**src/rtl/mux_nx1_stream_if.sv**
```systemverilog
// Stream bundle for the N-to-1 mux: N producer channels in, one registered beat out.
// The master side drives channel data and consumer ready; the slave side is the mux.
interface mux_nx1_stream_if #(
    parameter int N     = 4,
    parameter int W     = 8,
    parameter int SEL_W = 2
);
    logic                  mode;
    logic [SEL_W-1:0]      sel;
    logic [N-1:0][W-1:0]   in_data;
    logic [N-1:0]          in_valid;
    logic [N-1:0]          in_ready;
    logic [W-1:0]          out_data;
    logic [SEL_W-1:0]      out_chan;
    logic                  out_valid;
    logic                  out_ready;

    modport master (
        output mode, sel, in_data, in_valid, out_ready,
        input  in_ready, out_data, out_chan, out_valid
    );

    modport slave (
        input  mode, sel, in_data, in_valid, out_ready,
        output in_ready, out_data, out_chan, out_valid
    );
endinterface

```
**src/rtl/mux_nx1_stream.sv**
```systemverilog
// N-to-1 streaming mux with fixed-select or round-robin grant and a one-entry
// registered output stage; per-channel ready/data gating lives in mux_nx1_lane.
module mux_nx1_lane #(
    parameter int W     = 8,
    parameter int SEL_W = 2,
    parameter int LANE  = 0
) (
    input  logic             load,
    input  logic             gnt_ok,
    input  logic [SEL_W-1:0] gnt,
    input  logic [W-1:0]     data,
    output logic             ready,
    output logic [W-1:0]     data_m
);
    logic hit;

    assign hit    = gnt_ok && (gnt == SEL_W'(LANE));
    assign ready  = load && hit;
    assign data_m = hit ? data : '0;
endmodule

module mux_nx1_stream #(
    parameter int N     = 4,
    parameter int W     = 8,
    parameter int SEL_W = 2
) (
    input  logic               clk,
    input  logic               rst_n,
    mux_nx1_stream_if.slave    bus
);
    localparam int IW = SEL_W + 1;

    logic                load;
    logic                gnt_ok;
    logic                fx_ok;
    logic                rr_ok;
    logic [SEL_W-1:0]    gnt;
    logic [SEL_W-1:0]    rr_gnt;
    logic [SEL_W-1:0]    ptr;
    logic [IW-1:0]       rr_idx;
    logic [N-1:0][W-1:0] data_m;
    logic [W-1:0]        sel_data;

    logic                out_valid_q;
    logic [W-1:0]        out_data_q;
    logic [SEL_W-1:0]    out_chan_q;

    // Gated by rst_n so no channel sees ready while reset is held.
    assign load = rst_n && (!out_valid_q || bus.out_ready);

    // Compare against each legal index so an out-of-range sel simply never matches.
    always_comb begin
        fx_ok = 1'b0;
        for (int i = 0; i < N; i++) begin
            if (bus.sel == SEL_W'(i)) fx_ok = bus.in_valid[i];
        end
    end

    // Walk ptr, ptr+1, ... wrapping at N; first valid channel wins.
    always_comb begin
        rr_ok  = 1'b0;
        rr_gnt = '0;
        rr_idx = '0;
        for (int k = 0; k < N; k++) begin
            rr_idx = {1'b0, ptr} + IW'(k);
            if (rr_idx >= IW'(N)) rr_idx = rr_idx - IW'(N);
            for (int i = 0; i < N; i++) begin
                if (!rr_ok && (rr_idx == IW'(i)) && bus.in_valid[i]) begin
                    rr_ok  = 1'b1;
                    rr_gnt = SEL_W'(i);
                end
            end
        end
    end

    assign gnt    = bus.mode ? rr_gnt : bus.sel;
    assign gnt_ok = bus.mode ? rr_ok  : fx_ok;

    for (genvar i = 0; i < N; i++) begin : g_lane
        mux_nx1_lane #(
            .W     (W),
            .SEL_W (SEL_W),
            .LANE  (i)
        ) u_lane (
            .load   (load),
            .gnt_ok (gnt_ok),
            .gnt    (gnt),
            .data   (bus.in_data[i]),
            .ready  (bus.in_ready[i]),
            .data_m (data_m[i])
        );
    end

    // At most one lane passes data, so an OR-reduce is the mux.
    always_comb begin
        sel_data = '0;
        for (int i = 0; i < N; i++) sel_data = sel_data | data_m[i];
    end

    always_ff @(posedge clk or negedge rst_n) begin
        if (!rst_n) begin
            out_valid_q <= 1'b0;
            out_data_q  <= '0;
            out_chan_q  <= '0;
            ptr         <= '0;
        end else if (load) begin
            out_valid_q <= gnt_ok;
            if (gnt_ok) begin
                out_data_q <= sel_data;
                out_chan_q <= gnt;
                if (bus.mode) ptr <= (gnt == SEL_W'(N - 1)) ? '0 : gnt + SEL_W'(1);
            end
        end
    end

    assign bus.out_valid = out_valid_q;
    assign bus.out_data  = out_data_q;
    assign bus.out_chan  = out_chan_q;
endmodule

```
**src/flat_wrapper.sv**
```systemverilog
// flat-port wrapper written by rule: the top's interface ports become plain ports
module mux_nx1_stream_flat 
#(
    parameter int N     = 4,
    parameter int W     = 8,
    parameter int SEL_W = 2
)
  (clk, rst_n, bus_mode, bus_sel, bus_in_data, bus_in_valid, bus_out_ready, bus_in_ready, bus_out_data, bus_out_chan, bus_out_valid);
  mux_nx1_stream_if #(.N(N), .W(W), .SEL_W(SEL_W)) bus_i ();
  input  logic clk;
  input  logic rst_n;
  input wire logic [$bits(bus_i.mode)-1:0] bus_mode;
  input wire logic [$bits(bus_i.sel)-1:0] bus_sel;
  input wire logic [$bits(bus_i.in_data)-1:0] bus_in_data;
  input wire logic [$bits(bus_i.in_valid)-1:0] bus_in_valid;
  input wire logic [$bits(bus_i.out_ready)-1:0] bus_out_ready;
  output wire logic [$bits(bus_i.in_ready)-1:0] bus_in_ready;
  output wire logic [$bits(bus_i.out_data)-1:0] bus_out_data;
  output wire logic [$bits(bus_i.out_chan)-1:0] bus_out_chan;
  output wire logic [$bits(bus_i.out_valid)-1:0] bus_out_valid;
  assign bus_i.mode = bus_mode;
  assign bus_i.sel = bus_sel;
  assign bus_i.in_data = bus_in_data;
  assign bus_i.in_valid = bus_in_valid;
  assign bus_i.out_ready = bus_out_ready;
  assign bus_in_ready = bus_i.in_ready;
  assign bus_out_data = bus_i.out_data;
  assign bus_out_chan = bus_i.out_chan;
  assign bus_out_valid = bus_i.out_valid;
  mux_nx1_stream #(.N(N), .W(W), .SEL_W(SEL_W)) u_core (.clk(clk), .rst_n(rst_n), .bus(bus_i));
endmodule
```
**config.mk**
```make
export PLATFORM = sky130hd
export DESIGN_NAME = mux_nx1_stream_flat
export DESIGN_NICKNAME = d
export VERILOG_FILES = /design/src/rtl/mux_nx1_stream_if.sv /design/src/rtl/mux_nx1_stream.sv /design/src/flat_wrapper.sv
export SDC_FILE = /design/constraint.sdc
export NUM_CORES = 1
export LEC_CHECK = 0
export CAP_MARGIN = 30
export CORE_MARGIN = 2
export CORE_UTILIZATION = 35
export CTS_BUF_LIST = sky130_fd_sc_hd__clkbuf_8
export DETAILED_ROUTE_END_ITERATION = 16
export DONT_BUFFER_PORTS = 1
export GPL_ROUTABILITY_DRIVEN = 0
export PLACE_DENSITY = 0.48
export SYNTH_ARGS = -nofsm -noshare
export SYNTH_HDL_FRONTEND = slang
export SYNTH_SLANG_ARGS = --single-unit
```
**constraint.sdc**
```tcl
create_clock -name clk -period 6.5 [get_ports clk]
set_clock_uncertainty 0.15 [all_clocks]
set_input_delay 1.3 -clock clk [delete_from_list [all_inputs] [get_ports clk]]
set_output_delay 1.3 -clock clk [all_outputs]
set_load 0.1 [all_outputs]
```
After elaboration in Yosys (flattened, before gate mapping) --
Cells that the tools add are included.
Word-level totals: register bits after elaboration 13, output and inout bits 15, input bits 42, logic and storage cells 148
Operators by class: add/sub/neg operators 8, bitwise logic cells 3, mux-type cells 46, reduce and logical (&&, ||, !) cells 65, eq/ne operators 18, magnitude comparators 4
Operators by type and width (count):
- logical AND 1 bit | 40
- two-way mux 2 bit | 16
- two-way mux 8 bit | 4
- equality test 3 x 2 -> 1 bit (second input constant) | 8
- OR 8 bit | 3
- two-way mux 1 bit | 22
- logical NOT 1 bit | 16
- equality test 3 x 1 -> 1 bit (second input constant) | 4
- logical NOT 3 bit | 4
- two-way mux 3 bit | 4
- greater-or-equal comparator 3 bit (second input constant) | 3
- subtractor 3 bit (second input constant) | 3
- equality test 2 bit (second input constant) | 4
- adder 2 x 2 -> 3 bit (second input constant) | 2
- equality test 2 x 1 -> 1 bit (second input constant) | 2
- logical NOT 2 bit | 2
- adder 2 x 1 -> 3 bit (second input constant) | 1
- greater-or-equal comparator 2 x 3 -> 1 bit (second input constant) | 1
- AND reduction 3 bit | 1
- subtractor 2 x 3 -> 3 bit (second input constant) | 1
- adder 2 x 1 -> 2 bit (second input constant) | 1
- AND reduction 2 bit | 1
- logical OR 1 bit | 1

Longest topological paths before layout --
Gate-level depths: netlist of the first run.
depth in word-level cells 72, gate-level depth with buffers 12, depth with buffers taken out 11

Hierarchy --
Synthesis of the first run repeated with hierarchy kept, for this count alone.
Unflattened totals: cells, all modules 112, area, all modules 1091.0 um2
Modules (own cells, without submodules):
- mux_nx1_stream | cells each 76, seq. area each 325.3 um2, instances 1, area an instance 719.4 um2
- mux_nx1_lane at u_core.g_lane[1].u_lane ... | cells each 9, seq. area each 0.0 um2, instances 2, area an instance 90.1 um2
- mux_nx1_lane at u_core.g_lane[0].u_lane | cells each 9, seq. area each 0.0 um2, instances 1, area an instance 112.6 um2
- mux_nx1_lane at u_core.g_lane[3].u_lane | cells each 9, seq. area each 0.0 um2, instances 1, area an instance 78.8 um2

Worst setup path after synthesis of the first run --
Ideal clock, no wire load.
path kind input port to output port, from input port bus_in_valid[3], to output port bus_in_ready[3], path buffers 2, path slack 2.069 ns, required time 5.050 ns, stages 8, arrival time 2.981 ns, cell sequence or2_1 > a221o_1 > o211ai_1 > o21a_1 > ha_1 > buf_1 > and3_1 > buf_4
Between the ends: word-level cells in the longest chain between the ends 54, elaborated cells between the ends (all ways) 69, those cells by class eq/ne (1); mux (29); reduce/logical (39)
RTL lines:
- start: declaration | line flat_wrapper.sv:15 | input wire logic [$bits(bus_i.in_valid)-1:0] bus_in_valid;
- logical AND 1 bit | line mux_nx1_stream.sv:68 | if (!rr_ok && (rr_idx == IW'(i)) && bus.in_valid[i]) begin
- two-way mux 1 bit | line mux_nx1_stream.sv:68
- logical NOT 1 bit | line mux_nx1_stream.sv:68
- logical AND 1 bit (2 in a row) | line mux_nx1_stream.sv:68
- two-way mux 1 bit | line mux_nx1_stream.sv:68
- logical NOT 1 bit | line mux_nx1_stream.sv:68
- logical AND 1 bit (2 in a row) | line mux_nx1_stream.sv:68
- two-way mux 1 bit | line mux_nx1_stream.sv:68
- [36 not listed]
- logical NOT 1 bit | line mux_nx1_stream.sv:68
- logical AND 1 bit (2 in a row) | line mux_nx1_stream.sv:68
- two-way mux 2 bit (*) | line mux_nx1_stream.sv:68
- two-way mux 2 bit (*) | line mux_nx1_stream.sv:76 | assign gnt = bus.mode ? rr_gnt : bus.sel;
- named net u_core.g_lane[0].u_lane.gnt[0] | line mux_nx1_stream.sv:10 | input logic [SEL_W-1:0] gnt,
- equality test 2 bit (*) | line mux_nx1_stream.sv:17 | assign hit = gnt_ok && (gnt == SEL_W'(LANE));
- logical AND 1 bit (*) | line mux_nx1_stream.sv:17
- logical AND 1 bit (*) | line mux_nx1_stream.sv:18 | assign ready = load && hit;
- end: declaration | line flat_wrapper.sv:17 | output wire logic [$bits(bus_i.in_ready)-1:0] bus_in_ready;
The timed path passes the listed nets; every way through them passes the cells marked *.

Worst setup path after layout of the first run --
Same ends and word-level chain as after synthesis.

==> run summary, run 1 <==
outcome: completed
Vias: 743
sequential element share of the synthesized area: 32.8%
Post-Synthesis Cell Area: 992 sq um
yosys warns: 0
I/O pins: 57
slowest CP cell: and3_1
number of iterations in the first detailed-routing pass: 5
Max VDD drop: 0.000296 V
Sw Pwr: 0.358 mW
area delta synth->final: 4.41%
Post-synth EDFFs: 0
clock sink count: 13
Final HPWL DP: 1780 microns
total global routing overflow: 0
final hold viol count: 0
most frequent cells in the layout: 16 x inv_1, 13 x dfrtp_1, 8 x o21ai_0, 8 x a222oi_1, 8 x mux2_4
Die Wd: 57.2 microns
count of final setup violators: 0
largest net degree at the start of global routing: 16
hold_sp: u_core.ptr[0]$_DFFE_PN0P_
Register Area: 325 sq um
filler instances: 281
final setup margin: 1.57 ns
type of origin of the critical path: input port
CTS tree: built
CTS Hold Bufs: 0
max cap viols: 0
root buffer cell: clkbuf_8
RSZ-0062 raised after global routing: no
layout cell share with drive strength beyond 1: 17.2%
Detailed Route Iter0 Violations: 55
Hold/Removal Path Class: reg -> reg
crit-path cells: or2_1, a221o_1, o211ai_1, o21a_1, ha_1, and3_1
hold slack: 0.437 ns
Vert. Die Dim: 57.2 microns
initial antenna violation count: 0
syn_nets: 149
initial core utilization: 36.3%
routed len/inst: 17.5 microns
Worst EP arrival: 3.48 ns
Synth Flop Type: dfrtp_1
setup bufs post-CTS: 0
crit path from: bus_in_valid[3]
Sw Share: 61.1%
Req. time, crit path: 5.05 ns
worst-path maximum fanout: 9
Netlist cell types: 30
syn_area_per_cell: 9.63 sq um
Worst-Skew Late Latency: 0.24 ns
Slew @ Worst Pin: 0.972 ns
Die ar.: 3280 sq um
Pint: 0.228 mW
cells after synthesis: 103
min Tclk post-route: 4.93 ns
Tot GR Track Use: 14.3%
Final Routed Wirelength: 2270 microns
core box area: 2730 sq um
fin nets: 146
Max clock buf depth: 2
# rows: 19
pre-CTS setup slack: 1.58 ns
CP endpoint kind: primary output
most common cell after layout, fill and taps aside: inv_1
CTS Buf Count: 3
area of the multi-input gates: 556 sq um
DRT antenna net count: 0
CP max stage delay: 0.87 ns
FMAX: 203 MHz
# diodes: 0
Reg clk slew, reported paths: 0.05 ns
drt drc: 0
r2r startpoint: u_core.ptr[1]$_DFFE_PN0P_
first-pass GRT wire length: 3550 microns
Pwr Density: 566 nW/um^2
FF+latch count, synth: 13
H-tree levels: 1
Max Slew Vio Count: 0
post-CTS resize count: 0
Port Buffers: 0
P_leak: 0.521 nW
Total Neg Setup Slack: 0 ns
final worst-path cycle share: 75.8%
post-synthesis async set-or-reset flop share: 100%
Worst slew margin: 35.5%
Comb power frac: 25.0%
Setup Crit Path Kind: in -> out
Clock Power Share: 11.8%
Flop pwr share: 63.1%
routed vias/inst: 5.72
vias in the first global route: 751
fin util: 37.9%
[stage by stage]
step | total power, mW | instances | cell area (sq um)
finish | 0.586 | 130 | 1040
global route | 0.615 | 130 | 1040
CTS | 0.592 | 130 | 1040
detailed placement | 0.520 | 126 | 991
global placement | 0.514 | 125 | 976
floorplan | 0.493 | 103 | 992
[synth_stat cells (all sizes together), types with 3 or more instances]
cell	number	area (sq um)
o21ai	10	50.1
and3	3	18.8
buf	9	57.6
dfrtp	13	325
nand2b	3	18.8
ha	4	50.1
nand2	5	21.3
inv	15	56.3
mux2i	3	30.0
a222oi	8	80.1
mux2	11	154
nor2	3	11.3
a21oi	4	20.0
[kinds of logic after synthesis]
group | after synthesis | synth area share, %
adders and majority gates | 4 | 5.04
DFF | 13 | 32.8
AOI/OAI and AO/OA | 29 | 22.1
muxes | 14 | 18.5
buffers and inverters | 24 | 11.5
and+or+nand+nor | 19 | 10.1
[worst max-delay path: cells and delay by family]
kind / cells / cell delay, ns
and+or+nand+nor: 2 / 1.08
AOI/OAI and AO/OA: 3 / 0.70
adders and majority gates: 1 / 0.40
[flip-flops by register name, summed over array words and instances (netlist names)]
register              flops
u_core.bus.out_chan       2
u_core.bus.out_data       8
u_core.bus.out_valid      1
u_core.ptr                2
[cell type report]
cell class              instances  share of cell area, %
clock buffers                   3                   3.99
clock inverters                 1                  0.362
inverters                      15                   5.43
multi-input cells              66                   53.6
flip-flops and latches         13                   31.4
well taps                      31                   3.74
repair buffers                  1                   1.45
[power by group through the flow]
stage | logic, mW | clock network, mW | registers (mW)
floorplan | 0.132 | 0 | 0.362
global placement | 0.142 | 0 | 0.372
detailed placement | 0.148 | 0 | 0.373
CTS | 0.148 | 0.0733 | 0.371
global route | 0.162 | 0.0783 | 0.375
finish | 0.147 | 0.0694 | 0.370
[final timing paths]
path	endpoint	slack, ns	cells after the start
max	bus_in_ready[3]	1.57	6
min	u_core.ptr[0]$_DFFE_PN0P_	0.44	2
max reg2reg	u_core.bus.out_data[2]$_DFFE_PN0P_	3.83	9
min reg2reg	u_core.ptr[0]$_DFFE_PN0P_	0.44	2
max in group asynchronous	u_core.ptr[1]$_DFFE_PN0P_	5.53	0
min in group asynchronous	u_core.bus.out_data[4]$_DFFE_PN0P_	0.60	0
[layer usage]
| metal | vias to the layer above | GRT usage (%) | wire length [microns] |
|---|---|---|---|
| met4 | 0 | 2.99 | 0 |
| li1 | 362 | - | - |
| met1 | 352 | 18.3 | 1010 |
| met2 | 29 | 22.7 | 1100 |
| met3 | 0 | 6.12 | 159 |
| met5 | - | 0 | 0 |
(Power assumes the default switching activity.)
==> inputs of run 2 (changes only) <==
PLACE_DENSITY = 0.5   (was 0.48)
clock period = 4 ns   (was 6.5 ns; I/O delays follow)
==> run summary, run 2 (synthesis results as in run 1) <==
CTS Hold Bufs: 0 (unchanged)
FMAX: 282 MHz
layout cell share with drive strength beyond 1: 20.4% (+3.2 points)
max cap viols: 0 (unchanged)
vias in the first global route: 756 (+0.67%)
worst-path maximum fanout: 9 (unchanged)
RSZ-0062 raised after global routing: no
Worst-Skew Late Latency: 0.24 ns (about the same)
Pwr Density: 902 nW/um^2 (+59%)
filler instances: 268 (-4.6%)
most frequent cells in the layout: 16 x inv_1, 13 x dfrtp_1, 8 x o21ai_0, 8 x a222oi_1, 8 x mux2_4
post-CTS resize count: 0 (unchanged)
number of iterations in the first detailed-routing pass: 5 (unchanged)
Tot Pwr: 0.955 mW (+63%)
Setup Crit Path Kind: in -> out
CP max stage delay: 0.39 ns (-0.48 ns)
cell area after placement: 1010 sq um (+2.3%)
final worst-path cycle share: 88.6%
Tot GR Track Use: 14.0% (-0.28 points)
CTS Buf Count: 3 (unchanged)
DRT antenna net count: 0 (unchanged)
CP endpoint kind: primary output
initial antenna violation count: 0 (unchanged)
Detailed Route Iter0 Violations: 49 (-11%)
total global routing overflow: 0 (unchanged)
Met3 Wirelength: 135 microns (-15%)
wl on met1: 931 microns (-8.1%)
Vert. Die Dim: 57.2 microns (unchanged)
top sig layer: met4
Worst slew margin: 38.8% (+3.3 points)
Slew @ Worst Pin: 0.918 ns (-0.0533 ns)
Max clock buf depth: 2 (unchanged)
largest net degree at the start of global routing: 16 (unchanged)
Final Routed Wirelength: 2180 microns (-4.2%)
Register Area: 325 sq um (unchanged)
root buffer cell: clkbuf_8
# rows: 19 (unchanged)
I/O pins: 57 (unchanged)
slowest CP cell: ha_1
clock sink count: 13 (unchanged)
final setup margin: 0.457 ns (-1.12 ns)
Max Slew Vio Count: 0 (unchanged)
P_leak: 0.540 nW (+3.6%)
Reg clk slew, reported paths: 0.05 ns (about the same)
routed vias/inst: 5.77 (+0.93%)
area of the multi-input gates: 556 sq um (unchanged)
setup bufs post-CTS: 0 (unchanged)
# diodes: 0 (unchanged)
type of origin of the critical path: input port
final hold viol count: 0 (unchanged)
pre-CTS setup slack: 0.451 ns (-1.13 ns)
routed len/inst: 16.2 microns (-7.1%)
core box area: 2730 sq um (unchanged)
first-pass GRT wire length: 3600 microns (+1.6%)
Req. time, crit path: 3.05 ns (-2.00 ns)
Die ar.: 3280 sq um (unchanged)
Die Wd: 57.2 microns (unchanged)
crit-path cells: or2_1, a221o_1, o211ai_1, o21a_1, ha_1, and3_1, buf_4
Total Neg Setup Slack: 0 ns (unchanged)
initial core utilization: 36.3% (unchanged)
outcome: completed
Worst EP arrival: 2.59 ns (-0.89 ns)
min Tclk post-route: 3.54 ns
DR WL met2: 1080 microns (-1.4%)
drt drc: 0 (unchanged)
fin nets: 150 (+2.7%)
max reg flops: 8 (unchanged)
most common cell after layout, fill and taps aside: inv_1
H-tree levels: 1 (unchanged)
area delta synth->final: 6.68%
Final Cell Area: 1060 sq um (+2.2%)
Final HPWL DP: 1680 microns (-5.8%)
Vias: 773 (+4.0%)
Hold/Removal Path Class: in -> async
Port Buffers: 0 (unchanged)
Max VDD drop: 0.000463 V (+56%)
CTS tree: built
count of final setup violators: 0 (unchanged)
==> run 2: layer usage <==
| layer | global-route usage [%] | vias to the layer above |
|---|---|---|
| met5 | 0 | - |
| met1 | 18.3 | 370 |
| li1 | - | 368 |
| met4 | 4.32 | 0 |
| met3 | 3.63 | 5 |
| met2 | 22.8 | 30 |
==> run 2: power breakdown <==
group | leakage (nW) | total, mW | internal, mW | switching (mW)
Combinational | 0.356 | 0.257 | 0.126 | 0.130
Sequential | 0.156 | 0.588 | 0.182 | 0.407
Clock | 0.0269 | 0.110 | 0.0675 | 0.0428
==> run 2: per-stage QoR <==
stage                     utilization [%]  hold WS [ns]  cells
after floorplan                         -         0.354    103
after global placement               37.1         0.355    130
after detailed placement             37.1         0.355    130
after CTS                            38.7        0.0958    134
after global routing                 38.7        0.0911    134
final                                38.7         0.105    134
==> run 2: worst paths after layout <==
path / startpoint / endpoint / slack, ns / cells past startpoint
setup / recovery: bus_in_valid[3] / bus_in_ready[3] / 0.46 / 7
hold / removal: rst_n / u_core.bus.out_data[7]$_DFFE_PN0P_ / 0.10 / 0
setup reg to reg: u_core.ptr[1]$_DFFE_PN0P_ / u_core.bus.out_data[0]$_DFFE_PN0P_ / 1.32 / 9
hold reg to reg: u_core.ptr[0]$_DFFE_PN0P_ / u_core.ptr[0]$_DFFE_PN0P_ / 0.44 / 2
max in group asynchronous: rst_n / u_core.bus.out_chan[0]$_DFFE_PN0P_ / 3.53 / 0
min in group clk: u_core.ptr[0]$_DFFE_PN0P_ / u_core.ptr[0]$_DFFE_PN0P_ / 0.44 / 2
==> run 2: worst max-delay path, delay by kind of cell <==
kind                       cells  cell delay [ns]
AOI/OAI and AO/OA              3             0.69
buffers and inverters          1             0.28
adders and majority gates      1             0.39
and+or+nand+nor                2             0.42
==> run 2: area by class of cell <==
| cell class | count | share of cell area (%) |
|---|---|---|
| multi-input combinational | 66 | 52.5 |
| sequential | 13 | 30.7 |
| inverter | 15 | 5.32 |
| clock buffer | 3 | 3.90 |
| tap | 31 | 3.66 |
| timing repair buffer | 5 | 3.55 |
| clock inverter | 1 | 0.355 |
